[src/rtl/bist_pattern_gen_if.sv]
// Pattern handshake between the BIST generator and the circuit under test.
// The generator drives data/valid/last and the consumer returns ready.
interface bist_pattern_gen_if #(
  parameter int N = 4
);
  logic [N-1:0] pat_data;
  logic         pat_valid;
  logic         pat_last;
  logic         pat_ready;

  modport master (
    output pat_data,
    output pat_valid,
    output pat_last,
    input  pat_ready
  );

  modport slave (
    input  pat_data,
    input  pat_valid,
    input  pat_last,
    output pat_ready
  );
endinterface

[src/rtl/bist_pattern_gen.sv]
// LFSR test-pattern source and BIST run controller: emits PATTERN_COUNT
// patterns, drains the pipeline, then checks the MISR signature.
//
// state   | meaning
// --------+-----------------------------------------------------------
// S_IDLE  | no run; waiting for start
// S_RUN   | presenting patterns; LFSR advances on each transfer
// S_DRAIN | letting the CUT/MISR pipeline settle for DRAIN_CYCLES
// S_CHECK | one cycle; sig_in compared against GOLDEN_SIG
// S_DONE  | result held; start launches a new run
module bist_pattern_gen #(
  parameter int                     LFSR_LENGTH    = 4,
  parameter logic [LFSR_LENGTH-1:0] LFSR_PRIM_POLY = 4'b1101,
  parameter logic [LFSR_LENGTH-1:0] LFSR_SEED_VAL  = 4'b1011,
  parameter int                     PATTERN_COUNT  = 15,
  parameter int                     DRAIN_CYCLES   = 2,
  parameter logic [LFSR_LENGTH-1:0] GOLDEN_SIG     = 4'b0000,
  parameter int                     CNT_W          = 16
) (
  input  logic                   lfsr_clk,
  input  logic                   resetn,
  input  logic                   start,
  input  logic                   abort,
  input  logic [LFSR_LENGTH-1:0] sig_in,
  bist_pattern_gen_if.master     pat,
  output logic                   busy,
  output logic                   done,
  output logic                   pass,
  output logic [CNT_W-1:0]       pat_cnt
);

  localparam int N = LFSR_LENGTH;

  // End bits of the polynomial never act as taps.
  localparam logic [N-1:0] END_BITS = {1'b1, {(N-2){1'b0}}, 1'b1};
  localparam logic [N-1:0] TAP_MASK = LFSR_PRIM_POLY & ~END_BITS;

  localparam logic [CNT_W-1:0] LAST_IDX =
    (PATTERN_COUNT > 0) ? CNT_W'(PATTERN_COUNT - 1) : '0;

  localparam int DRN_W = (DRAIN_CYCLES > 1) ? $clog2(DRAIN_CYCLES) : 1;
  localparam logic [DRN_W-1:0] DRN_LOAD =
    (DRAIN_CYCLES > 0) ? DRN_W'(DRAIN_CYCLES - 1) : '0;

  typedef enum logic [2:0] {
    S_IDLE,
    S_RUN,
    S_DRAIN,
    S_CHECK,
    S_DONE
  } state_t;

  localparam state_t AFTER_RUN   = (DRAIN_CYCLES > 0) ? S_DRAIN : S_CHECK;
  localparam state_t START_STATE = (PATTERN_COUNT > 0) ? S_RUN : AFTER_RUN;

  state_t           state;
  state_t           next_state;
  logic [N-1:0]     lfsr;
  logic [DRN_W-1:0] drn_cnt;
  logic             valid_q;
  logic             launch;
  logic             xfer;
  logic             last;
  logic             drn_tc;
  logic             fb;

  assign launch = start & ~abort & ((state == S_IDLE) | (state == S_DONE));
  assign xfer   = (state == S_RUN) & pat.pat_ready & ~abort;
  assign last   = (state == S_RUN) & (pat_cnt == LAST_IDX);
  assign drn_tc = (drn_cnt == '0);
  assign fb     = lfsr[N-1] ^ (^(lfsr & TAP_MASK));

  assign pat.pat_data  = lfsr;
  assign pat.pat_valid = valid_q;
  assign pat.pat_last  = last;

  always_ff @(posedge lfsr_clk or negedge resetn) begin
    if (!resetn) begin
      state <= S_IDLE;
    end else begin
      state <= next_state;
    end
  end

  always_comb begin
    next_state = state;
    case (state)
      S_IDLE,
      S_DONE:  if (launch) next_state = START_STATE;
      S_RUN:   if (xfer && last) next_state = AFTER_RUN;
      S_DRAIN: if (drn_tc) next_state = S_CHECK;
      S_CHECK: next_state = S_DONE;
      default: next_state = S_IDLE;
    endcase
    if (abort) next_state = S_IDLE;
  end

  // A transfer in the same cycle as abort is dropped: xfer already masks it.
  always_ff @(posedge lfsr_clk or negedge resetn) begin
    if (!resetn) begin
      lfsr    <= LFSR_SEED_VAL;
      pat_cnt <= '0;
    end else if (launch) begin
      lfsr    <= LFSR_SEED_VAL;
      pat_cnt <= '0;
    end else if (xfer) begin
      lfsr    <= {lfsr[N-2:0], fb};
      pat_cnt <= pat_cnt + CNT_W'(1);
    end
  end

  always_ff @(posedge lfsr_clk or negedge resetn) begin
    if (!resetn) begin
      drn_cnt <= '0;
    end else if ((next_state == S_DRAIN) && (state != S_DRAIN)) begin
      drn_cnt <= DRN_LOAD;
    end else if ((state == S_DRAIN) && !drn_tc) begin
      drn_cnt <= drn_cnt - DRN_W'(1);
    end
  end

  always_ff @(posedge lfsr_clk or negedge resetn) begin
    if (!resetn) begin
      valid_q <= 1'b0;
      busy    <= 1'b0;
      done    <= 1'b0;
    end else begin
      valid_q <= (next_state == S_RUN);
      busy    <= (next_state == S_RUN) | (next_state == S_DRAIN) |
                 (next_state == S_CHECK);
      done    <= (next_state == S_DONE);
    end
  end

  always_ff @(posedge lfsr_clk or negedge resetn) begin
    if (!resetn) begin
      pass <= 1'b0;
    end else if (abort || launch) begin
      pass <= 1'b0;
    end else if (state == S_CHECK) begin
      pass <= (sig_in == GOLDEN_SIG);
    end
  end

endmodule

[src/flat_wrapper.sv]
// flat-port wrapper written by rule: the top's interface ports become plain ports
module bist_pattern_gen_flat 
#(
  parameter int                     LFSR_LENGTH    = 4,
  parameter logic [LFSR_LENGTH-1:0] LFSR_PRIM_POLY = 4'b1101,
  parameter logic [LFSR_LENGTH-1:0] LFSR_SEED_VAL  = 4'b1011,
  parameter int                     PATTERN_COUNT  = 15,
  parameter int                     DRAIN_CYCLES   = 2,
  parameter logic [LFSR_LENGTH-1:0] GOLDEN_SIG     = 4'b0000,
  parameter int                     CNT_W          = 16
)
  (lfsr_clk, resetn, start, abort, sig_in, busy, done, pass, pat_cnt, pat_pat_data, pat_pat_valid, pat_pat_last, pat_pat_ready);
  bist_pattern_gen_if pat_i ();
  input  logic lfsr_clk;
  input  logic resetn;
  input  logic start;
  input  logic abort;
  input  logic [LFSR_LENGTH-1:0] sig_in;
  output logic busy;
  output logic done;
  output logic pass;
  output logic [CNT_W-1:0] pat_cnt;
  output wire logic [$bits(pat_i.pat_data)-1:0] pat_pat_data;
  output wire logic [$bits(pat_i.pat_valid)-1:0] pat_pat_valid;
  output wire logic [$bits(pat_i.pat_last)-1:0] pat_pat_last;
  input wire logic [$bits(pat_i.pat_ready)-1:0] pat_pat_ready;
  assign pat_pat_data = pat_i.pat_data;
  assign pat_pat_valid = pat_i.pat_valid;
  assign pat_pat_last = pat_i.pat_last;
  assign pat_i.pat_ready = pat_pat_ready;
  bist_pattern_gen #(.LFSR_LENGTH(LFSR_LENGTH), .LFSR_PRIM_POLY(LFSR_PRIM_POLY), .LFSR_SEED_VAL(LFSR_SEED_VAL), .PATTERN_COUNT(PATTERN_COUNT), .DRAIN_CYCLES(DRAIN_CYCLES), .GOLDEN_SIG(GOLDEN_SIG), .CNT_W(CNT_W)) u_core (.lfsr_clk(lfsr_clk), .resetn(resetn), .start(start), .abort(abort), .sig_in(sig_in), .pat(pat_i), .busy(busy), .done(done), .pass(pass), .pat_cnt(pat_cnt));
endmodule
[config.mk]
export PLATFORM = sky130hd
export DESIGN_NAME = bist_pattern_gen_flat
export DESIGN_NICKNAME = d
export VERILOG_FILES = /design/src/rtl/bist_pattern_gen_if.sv /design/src/rtl/bist_pattern_gen.sv /design/src/flat_wrapper.sv
export SDC_FILE = /design/constraint.sdc
export NUM_CORES = 1
export LEC_CHECK = 0
export ABC_CLOCK_PERIOD_IN_PS = 2000
export CAP_MARGIN = 20
export CORE_MARGIN = 2
export CORE_UTILIZATION = 48
export DETAILED_ROUTE_END_ITERATION = 8
export HOLD_SLACK_MARGIN = 0.03
export PLACE_DENSITY = 0.77
export REMOVE_ABC_BUFFERS = 1
export SYNTH_ARGS = -nofsm -noshare
export SYNTH_HDL_FRONTEND = slang
export SYNTH_SLANG_ARGS = --single-unit
[constraint.sdc]
create_clock -name lfsr_clk -period 2 [get_ports lfsr_clk]
set_input_delay 0.2 -clock lfsr_clk [delete_from_list [all_inputs] [get_ports lfsr_clk]]
set_output_delay 0.2 -clock lfsr_clk [all_outputs]
set_load 0.01 [all_outputs]
==> reports/summary.txt <==
Netlist Area Pre-Place: 0.001485 sq mm
post-synthesis xor/xnor area fraction: 3.538%
CP endpoint kind: flip-flop
MaxCap Viol Count: 0
Routed Antenna Nets: 0
fmax: 533.3 MHz
final net count: 219
first-pass GRT wire length: 5.878 mm
initial antenna violation count: 0
WP data required: 2.26 ns
Worst-Margin Slew: 0.4246 ns
most frequent cells after synthesis: dfrtp_1, a21oi_1, nor2_1
antenna diode count: 0
CTS max path bufs: 2
vias: 1,368
Final setup viols: 0
simple-gate share of the synthesized area: 27.80%
min Tclk post-route: 1.875 ns
Syn-to-layout area delta: 38.42%
vias per inst: 5.700
Initial DRC Count: 54
total grt overflow: 0
I/O Pins: 34
cell taking the most area after synthesis: dfrtp_1
Initial Utilization: 49.46%
Post-Synth Adder-Cell Area: 1.685%
CP cell instances: nand3b_1 -> buf_4 -> a211o_1 -> or4_1 -> a21oi_1
worst-skew pair later-pin latency: 0.34 ns
CTS Root Buffer Type: clkbuf_4
Max H-tree Level: 1
Post-CTS Hold Buffers: 0
Avg Cell Area, Syn: 9.644 sq um
core area: 0.003003 sq mm
Layout Skew: 0.01542 ns
crit path DAT: 2.14 ns
period utilization: 93.75%
width of the die: 59.63 um
Hold Vio Cnt, Final: 0
relative slew slack: 71.52%
power density over the cells: 579.7 mW/mm^2
wire length per cell: 14.72 um
count leader, synth: dfrtp_1
DP Cell Count: 235
vias in the first global route: 1,311
DRT Pass-1 Iters: 4
share of the synthesized area in the top cell type: 42.12%
full die area: 0.003555 sq mm
Clock Sinks: 28
status: complete, no violations
HP Class: in -> async
Final Max Tran Viols: 0
CP startpoint kind: flip-flop
CTS Buf Count: 3
Netlist cell types: 36
post-synthesis mux area share: 1.348%
ys async rst share: 100.0%
largest net degree at the start of global routing: 29
IO buf count: 33
FF+latch count, synth: 28
EDFF count, synth: 0
Peak supply drop: 0.4739 mV
CP max FO: 10
drt drc: 0
dominant synthesized flop cell: dfrtp_1
layout cell share with drive strength beyond 1: 17.39%
RSZ-0062 raised after global routing: no
register area share after synthesis: 47.43%
# fillers: 243
Routability Congestion: 0.8104
slowest stage cell, crit path: dfrtp_1
fin cells: 240
Area contributors post-synth: dfrtp_1, dfstp_2, a21oi_1
HPWL Detailed: 2.633 mm
drt total wl: 3.533 mm
Syn. warnings: 0
clk slew on worst S/H paths: 0.15 ns
CTS tree: done
largest stage delay on the critical path: 0.54 ns
Tot Pwr: 1192 uW
Synth Area in Compound Gates: 14.41%
chip height: 59.63 um
Static Leak: 0.0008176 uW
post-placement cell area: 0.001983 sq mm
Synth Instances: 154
fin area: 0.002056 sq mm
GRT Total Usage: 22.05%
standard-cell rows: 20
largest family of logic cells by synthesized area: simple AND/OR/NAND/NOR gates
crit path kind: reg -> reg
-- final timing paths --
kind	cells after the start	start	slack, ns	endpoint
min in group lfsr_clk	2	u_core.pat.pat_data[0]	0.50	u_core.pat.pat_data[1]
worst min-delay path	2	resetn	0.23	u_core.pat_cnt[2]
worst min register to register	2	u_core.pat.pat_data[0]	0.50	u_core.pat.pat_data[1]
max in group asynchronous	2	resetn	1.47	u_core.pat.pat_data[0]
worst max register to register	5	u_core.state[0]	0.12	u_core.pat_cnt[15]
worst max-delay path	5	u_core.state[0]	0.12	u_core.pat_cnt[15]
-- cell type report --
| class | instances | area [sq um] | area share, % |
|---|---|---|---|
| Multi-Input combinational cell | 113 | 747.0 | 36.34 |
| Sequential cell | 28 | 705.7 | 34.33 |
| Timing Repair Buffer | 53 | 475.5 | 23.13 |
| Tap cell | 33 | 41.29 | 2.009 |
| Inverter | 9 | 33.78 | 1.643 |
| Clock inverter | 1 | 30.03 | 1.461 |
| Clock buffer | 3 | 22.52 | 1.096 |
-- state kept, by name (all words and copies together) (netlist names) --
register,count
u_core.pat.pat_data,4
u_core.state,3
u_core.pat.pat_valid,1
u_core.pat_cnt,16
u_core.pass,1
u_core.drn_cnt,1
u_core.busy,1
u_core.done,1
-- cell families after synthesis --
kind of cell | count (synthesis)
simple gates | 67
flops | 28
buf+inv | 13
mux | 2
xor+xnor | 6
fa+ha+maj | 2
compound gates | 36
-- per-stage QoR --
step / util, % / TNS [ns] / setup WS (ns) / hold WS [ns]
5_1_grt: 68.46 / 0 / 0.002526 / 0.2412
3_5_place_dp: 66.04 / -0.04634 / -0.02498 / 0.4877
4_1_cts: 68.21 / 0 / 0.004980 / 0.2250
3_3_place_gp: 66.04 / 0 / 0.01664 / 0.4672
2_1_floorplan: - / -8.105 / -0.4403 / -0.09559
6_report: 68.46 / 0 / 0.1249 / 0.2254
-- critical path: cells and delay by family, from the launching register on --
kind	cells	cell delay, ns
compound gates	2	0.51
simple gates	2	0.60
buf+inv	1	0.17
flops	1	0.54
-- power by group --
part	internal, uW	switching, uW
clock network	203	165
registers	600	21.5
logic	106	95.8
total	909	282
-- what timing repair did --
action	CTS	global route
pin swaps	1	1
endpoints found under the setup margin	1	2
buffers inserted	0	1
resized for setup	5	3
-- cells in the final DEF (no fill, tap or decap), types with 2 or more instances in the layout --
master	count
mux2i_1	2
buf_4	20
or4_1	2
nand3_1	5
dfstp_2	3
nor2b_1	3
or3_1	8
nand2b_1	5
nand3b_1	3
a21oi_1	15
and4_1	2
inv_1	9
nand4_1	2
nand2_1	7
a211oi_1	3
clkbuf_4	3
a211o_1	3
clkdlybuf4s50_1	32
xnor2_1	5
ha_1	2
o21ai_0	11
nor4_1	6
dfrtp_1	24
nor2_1	14
nor3_2	2
-- per-layer routing --
metal  GRT usage, %  part of all wire (%)
met5              0                     0
met1          28.59                    45
met4          8.254                   1.4
met2          37.52                    50
met3          2.838                   3.4
Note: power is estimated with default switching activity, not from simulation.
